### src/rtl/prio_dec.sv
// prio_dec: turns a bit index back into a one-hot vector and a fill mask through a two-stage valid/ready pipeline.
// Optional fill-mask datapath is built only when PRIO_DEC_MASK_EN is defined; otherwise mask reads zero.
module prio_dec #(
    parameter int WIDTH_LOG = 4,
    localparam int WIDTH = 1 << WIDTH_LOG
) (
    input  logic             clk,
    input  logic             rst,
    input  logic             in_valid,
    output logic             in_ready,
    input  logic [7:0]       idx,
    output logic             out_valid,
    input  logic             out_ready,
    output logic [WIDTH-1:0] onehot,
    output logic [WIDTH-1:0] mask,
    output logic             err,
    output logic [7:0]       err_cnt
);

    localparam logic [WIDTH:0] ONE_W = {{WIDTH{1'b0}}, 1'b1};
    localparam logic [8:0]     LIMIT = 9'(WIDTH);

    logic             advance;
    logic             s1_valid_q, s1_valid_d;
    logic [7:0]       s1_idx_q, s1_idx_d;
    logic             s1_err_q, s1_err_d;
    logic             out_valid_q, out_valid_d;
    logic [WIDTH-1:0] onehot_q, onehot_d;
    logic             err_q, err_d;
    logic [7:0]       err_cnt_q, err_cnt_d;
    logic [WIDTH:0]   onehot_full;
    logic             unused_top;

`ifdef PRIO_DEC_MASK_EN
    logic [WIDTH-1:0] mask_q, mask_d;
    logic [WIDTH:0]   mask_full;

    // Shifts stay WIDTH+1 bits wide so idx=HI yields all ones without wrap.
    assign mask_full  = ((ONE_W << 1) << s1_idx_q) - ONE_W;
    assign unused_top = onehot_full[WIDTH] ^ mask_full[WIDTH];
    assign mask       = mask_q;
`else
    assign unused_top = onehot_full[WIDTH];
    assign mask       = '0;
`endif

    assign onehot_full = ONE_W << s1_idx_q;
    assign in_ready    = advance || !s1_valid_q;
    assign out_valid   = out_valid_q;
    assign onehot      = onehot_q;
    assign err         = err_q;
    assign err_cnt     = err_cnt_q;

    always_comb begin
        advance     = !out_valid_q || out_ready;
        s1_valid_d  = s1_valid_q;
        s1_idx_d    = s1_idx_q;
        s1_err_d    = s1_err_q;
        out_valid_d = out_valid_q;
        onehot_d    = onehot_q;
        err_d       = err_q;
        err_cnt_d   = err_cnt_q;
`ifdef PRIO_DEC_MASK_EN
        mask_d      = mask_q;
`endif

        // Range check uses all 8 index bits before any truncation.
        if (in_ready) begin
            s1_valid_d = in_valid;
            if (in_valid) begin
                s1_idx_d = idx;
                s1_err_d = ({1'b0, idx} >= LIMIT);
            end
        end

        if (advance) begin
            out_valid_d = s1_valid_q;
            if (s1_valid_q) begin
                err_d    = s1_err_q;
                onehot_d = s1_err_q ? '0 : onehot_full[WIDTH-1:0];
`ifdef PRIO_DEC_MASK_EN
                mask_d   = s1_err_q ? '0 : mask_full[WIDTH-1:0];
`endif
            end
        end

        if (out_valid_q && out_ready && err_q && (err_cnt_q != 8'hFF)) begin
            err_cnt_d = err_cnt_q + 8'd1;
        end
    end

    always_ff @(posedge clk) begin
        if (rst) begin
            s1_valid_q  <= 1'b0;
            s1_idx_q    <= '0;
            s1_err_q    <= 1'b0;
            out_valid_q <= 1'b0;
            onehot_q    <= '0;
            err_q       <= 1'b0;
            err_cnt_q   <= '0;
`ifdef PRIO_DEC_MASK_EN
            mask_q      <= '0;
`endif
        end else begin
            s1_valid_q  <= s1_valid_d;
            s1_idx_q    <= s1_idx_d;
            s1_err_q    <= s1_err_d;
            out_valid_q <= out_valid_d;
            onehot_q    <= onehot_d;
            err_q       <= err_d;
            err_cnt_q   <= err_cnt_d;
`ifdef PRIO_DEC_MASK_EN
            mask_q      <= mask_d;
`endif
        end
    end

endmodule

### config.mk
export PLATFORM = sky130hd
export DESIGN_NAME = prio_dec
export DESIGN_NICKNAME = d
export VERILOG_FILES = /design/src/rtl/prio_dec.sv
export SDC_FILE = /design/constraint.sdc
export NUM_CORES = 1
export LEC_CHECK = 0
export ABC_AREA = 1
export CAP_MARGIN = 20
export CORE_MARGIN = 4
export CORE_UTILIZATION = 50
export DETAILED_ROUTE_END_ITERATION = 10
export PLACE_DENSITY = 0.86
export SYNTH_ARGS = -nofsm -noshare
export SYNTH_HDL_FRONTEND = slang
export SYNTH_SLANG_ARGS = --single-unit
### constraint.sdc
create_clock -name clk -period 4.2 [get_ports clk]
set_clock_uncertainty 0.15 [all_clocks]
set_input_delay 0.84 -clock clk [delete_from_list [all_inputs] [get_ports clk]]
set_output_delay 0.84 -clock clk [all_outputs]
set_load 0.005 [all_outputs]
==> flow_metrics.env <==
export IMPL_n_antenna_cell=0
export IMPL_postLayoutCoreUtil=0.645
export IMPL_instances_no_fill=306
export IMPL_cts_hold_fix_buffers=0
export IMPL_grt_overflow_total=0
export IMPL_synth_seq_cells=36
export IMPL_postSynthCellCount=222
export IMPL_syn_area_per_cell_um2=7.96
export IMPL_grt_pass1_vias=1348
export IMPL_clock_root_buffer="clkbuf_4"
export IMPL_synth_flop_cell="dfxtp_1"
export IMPL_maxCapViolations=0
export IMPL_yosysTopAreaCell="dfxtp_1"
export IMPL_dp_cells=298
export IMPL_worstPathArrival_ns=1.97
export IMPL_die_h_um=67.5
export IMPL_hp_class="register to register"
export IMPL_worstRegToRegCells=8
export IMPL_ff2ff_setup_slack_ns=2.70
export IMPL_synth_cell_types=29
export IMPL_hp_start="onehot[11]"
export IMPL_finalCritPeriodShare=0.705
export IMPL_endpoint="in_ready"
export IMPL_critPathLaunch="out_ready"
export IMPL_ys_warn_count=0
export IMPL_ys_seq_area_frac=0.408
export IMPL_post_dp_hpwl_mm=2.55
export IMPL_drc=0
export IMPL_grt_pass1_wl_mm=5.58
export IMPL_drt_iter0_markers=66
export IMPL_synth_edff_count=0
export IMPL_boundaryPins=55
export IMPL_r2r_start="err_cnt[1]"
export IMPL_crit_fanout=3
export IMPL_synth_async_reset_ratio=0
export IMPL_cts_sinks=36
export IMPL_end_kind="output port"
export IMPL_h_tree_depth=2
export IMPL_grt_max_degree=26
export IMPL_grtUsageTotal=0.161
export IMPL_p_leak_nw=0.795
export IMPL_initial_core_util=0.526
export IMPL_netlist_area_um2=1770
export IMPL_drt_pass1_iter_count=5
export IMPL_finalHoldViolations=0
export IMPL_core_rowCount=21
export IMPL_routed_wl_mm=3.43
export IMPL_worstPathRequired_ns=3.21
export IMPL_vias_per_cell=4.81
export IMPL_whs_ns=0.323
export IMPL_path_clk_slew_ns=0.11
export IMPL_power_density_nw_per_um2=317
export IMPL_nFillCells=317
export IMPL_cts_tree="yes"
export IMPL_yosys_area_top_type_share=0.408
export IMPL_rsz0062_at_grt="no"
export IMPL_drtAntennaViolNets=0
export IMPL_drive_above_1_share=0.154
export IMPL_tns_ns=0
export IMPL_vias=1473
export IMPL_antenna_found_initial=0
export IMPL_multi_input_area_um2=851
export IMPL_clock_latency_ns=0.34
export IMPL_io_buffers=38
export IMPL_area_delta_synth_final_pct=22.8
export IMPL_yosys_top_cells_area="dfxtp_1 (41%), nand2_1 (7.0%), buf_4 (6.8%)"
export IMPL_clock_path_buffers=2
export IMPL_nets=272
export IMPL_cts_buffers=5
export IMPL_gp_congestion=0.836
export IMPL_dieArea_um2=4550
export IMPL_r2r_end="err_cnt[2]"
export IMPL_status="finished clean"
export IMPL_post_cts_buffers=0
export IMPL_drv_slew=0
export IMPL_vdd_ir_drop_max_v=0.000162
export IMPL_fmax_ghz=0.338
export IMPL_ctsResizeCount=0
export IMPL_fin_crit_ns=2.96
export IMPL_seqCellArea_um2=721
export IMPL_fp_coreArea_um2=3360
export IMPL_wl_per_cell_um=11.2
export IMPL_die_width_um=67.5
export IMPL_finalSetupViolCount=0
export IMPL_path_class="input pin to output port"
export IMPL_startpoint_type="input pin"
## cells in the mapped netlist (all sizes together), types with 2 or more instances
| library cell | count |
|---|---|
| nand4 | 2 |
| inv | 14 |
| clkbuf | 3 |
| xor2 | 2 |
| nor3 | 2 |
| nand2 | 48 |
| buf | 21 |
| a21oi | 29 |
| nor2 | 27 |
| nand3 | 23 |
| dfxtp | 36 |
| o21ai | 10 |
## cells by family (layout without fill, tap and decap cells)
family | Yosys count | count (layout) | share of synthesized area
AOI/OAI and AO/OA | 39 | 39 | 0.130
other | 1 | 16 | 0.00212
adders and majority gates | 1 | 1 | 0.00708
xor gates and xnor gates | 3 | 3 | 0.0149
buffers and inverters | 39 | 62 | 0.143
and+or+nand+nor | 103 | 103 | 0.296
DFF | 36 | 36 | 0.408
## stage by stage
step | power, W | setup slack (ns) | area [um2]
after detailed placement | 0.000426 | 1.24 | 2080
after CTS | 0.000694 | 1.23 | 2170
after global routing | 0.000717 | 1.20 | 2170
after floorplan | 0.000420 | 2.18 | 1820
after global placement | 0.000424 | 1.24 | 2080
final | 0.000688 | 1.24 | 2170
## flip-flops by register name (all words and copies together), names as in the netlist
| register | flops |
|---|---|
| err_cnt | 8 |
| s1_err_q | 1 |
| out_valid | 1 |
| err | 1 |
| onehot | 16 |
| s1_idx_q | 8 |
| s1_valid_q | 1 |
## layout make-up
type / instances / share of cell area
Clock buffer: 7 / 0.0300
Multi-Input combinational cell: 162 / 0.392
Clock inverter: 1 / 0.0138
Inverter: 15 / 0.0271
Tap cell: 46 / 0.0265
Sequential cell: 36 / 0.332
Timing Repair Buffer: 39 / 0.179
## metal layers
layer	wire, um	GRT usage	share of wire
met1	1560	0.195	0.45
met2	1620	0.264	0.47
met3	199	0.0349	0.058
met4	51	0.0835	0.015
met5	0	0	0
## power breakdown
group	internal [W]	switching [W]
combinational	0.0000231	0.0000375
sequential	0.000350	0.00000753
clock	0.000158	0.000112
## placed cells by master, fill, tap and decap left out, drive strengths merged
cell type and count:
nand2 48, clkdlybuf4s50 38, dfxtp 36, a21oi 29, nor2 27, nand3 23, conb 16, inv 14
o21ai 10, clkbuf 7, nor3 2, nand4 2, xor2 2, clkinv 1, nand3b 1, xnor2 1
ha 1, bufinv 1, buf 1
## worst min path at each step
stage                        endpoint  slack, ns  cells past startpoint
after floorplan           s1_idx_q[3]       0.29                      2
after global placement    s1_idx_q[3]       0.30                      2
after detailed placement   onehot[11]       0.31                      2
after CTS                  onehot[11]       0.33                      2
after global routing        onehot[8]       0.34                      2
final                      onehot[11]       0.32                      2
## critical path, stage by stage
cell and delay (ns):
clkdlybuf4s50_1 0.47, inv_2 0.07, nand3_2 0.08, clkdlybuf4s50_1 0.51
(Power assumes the default switching activity.)
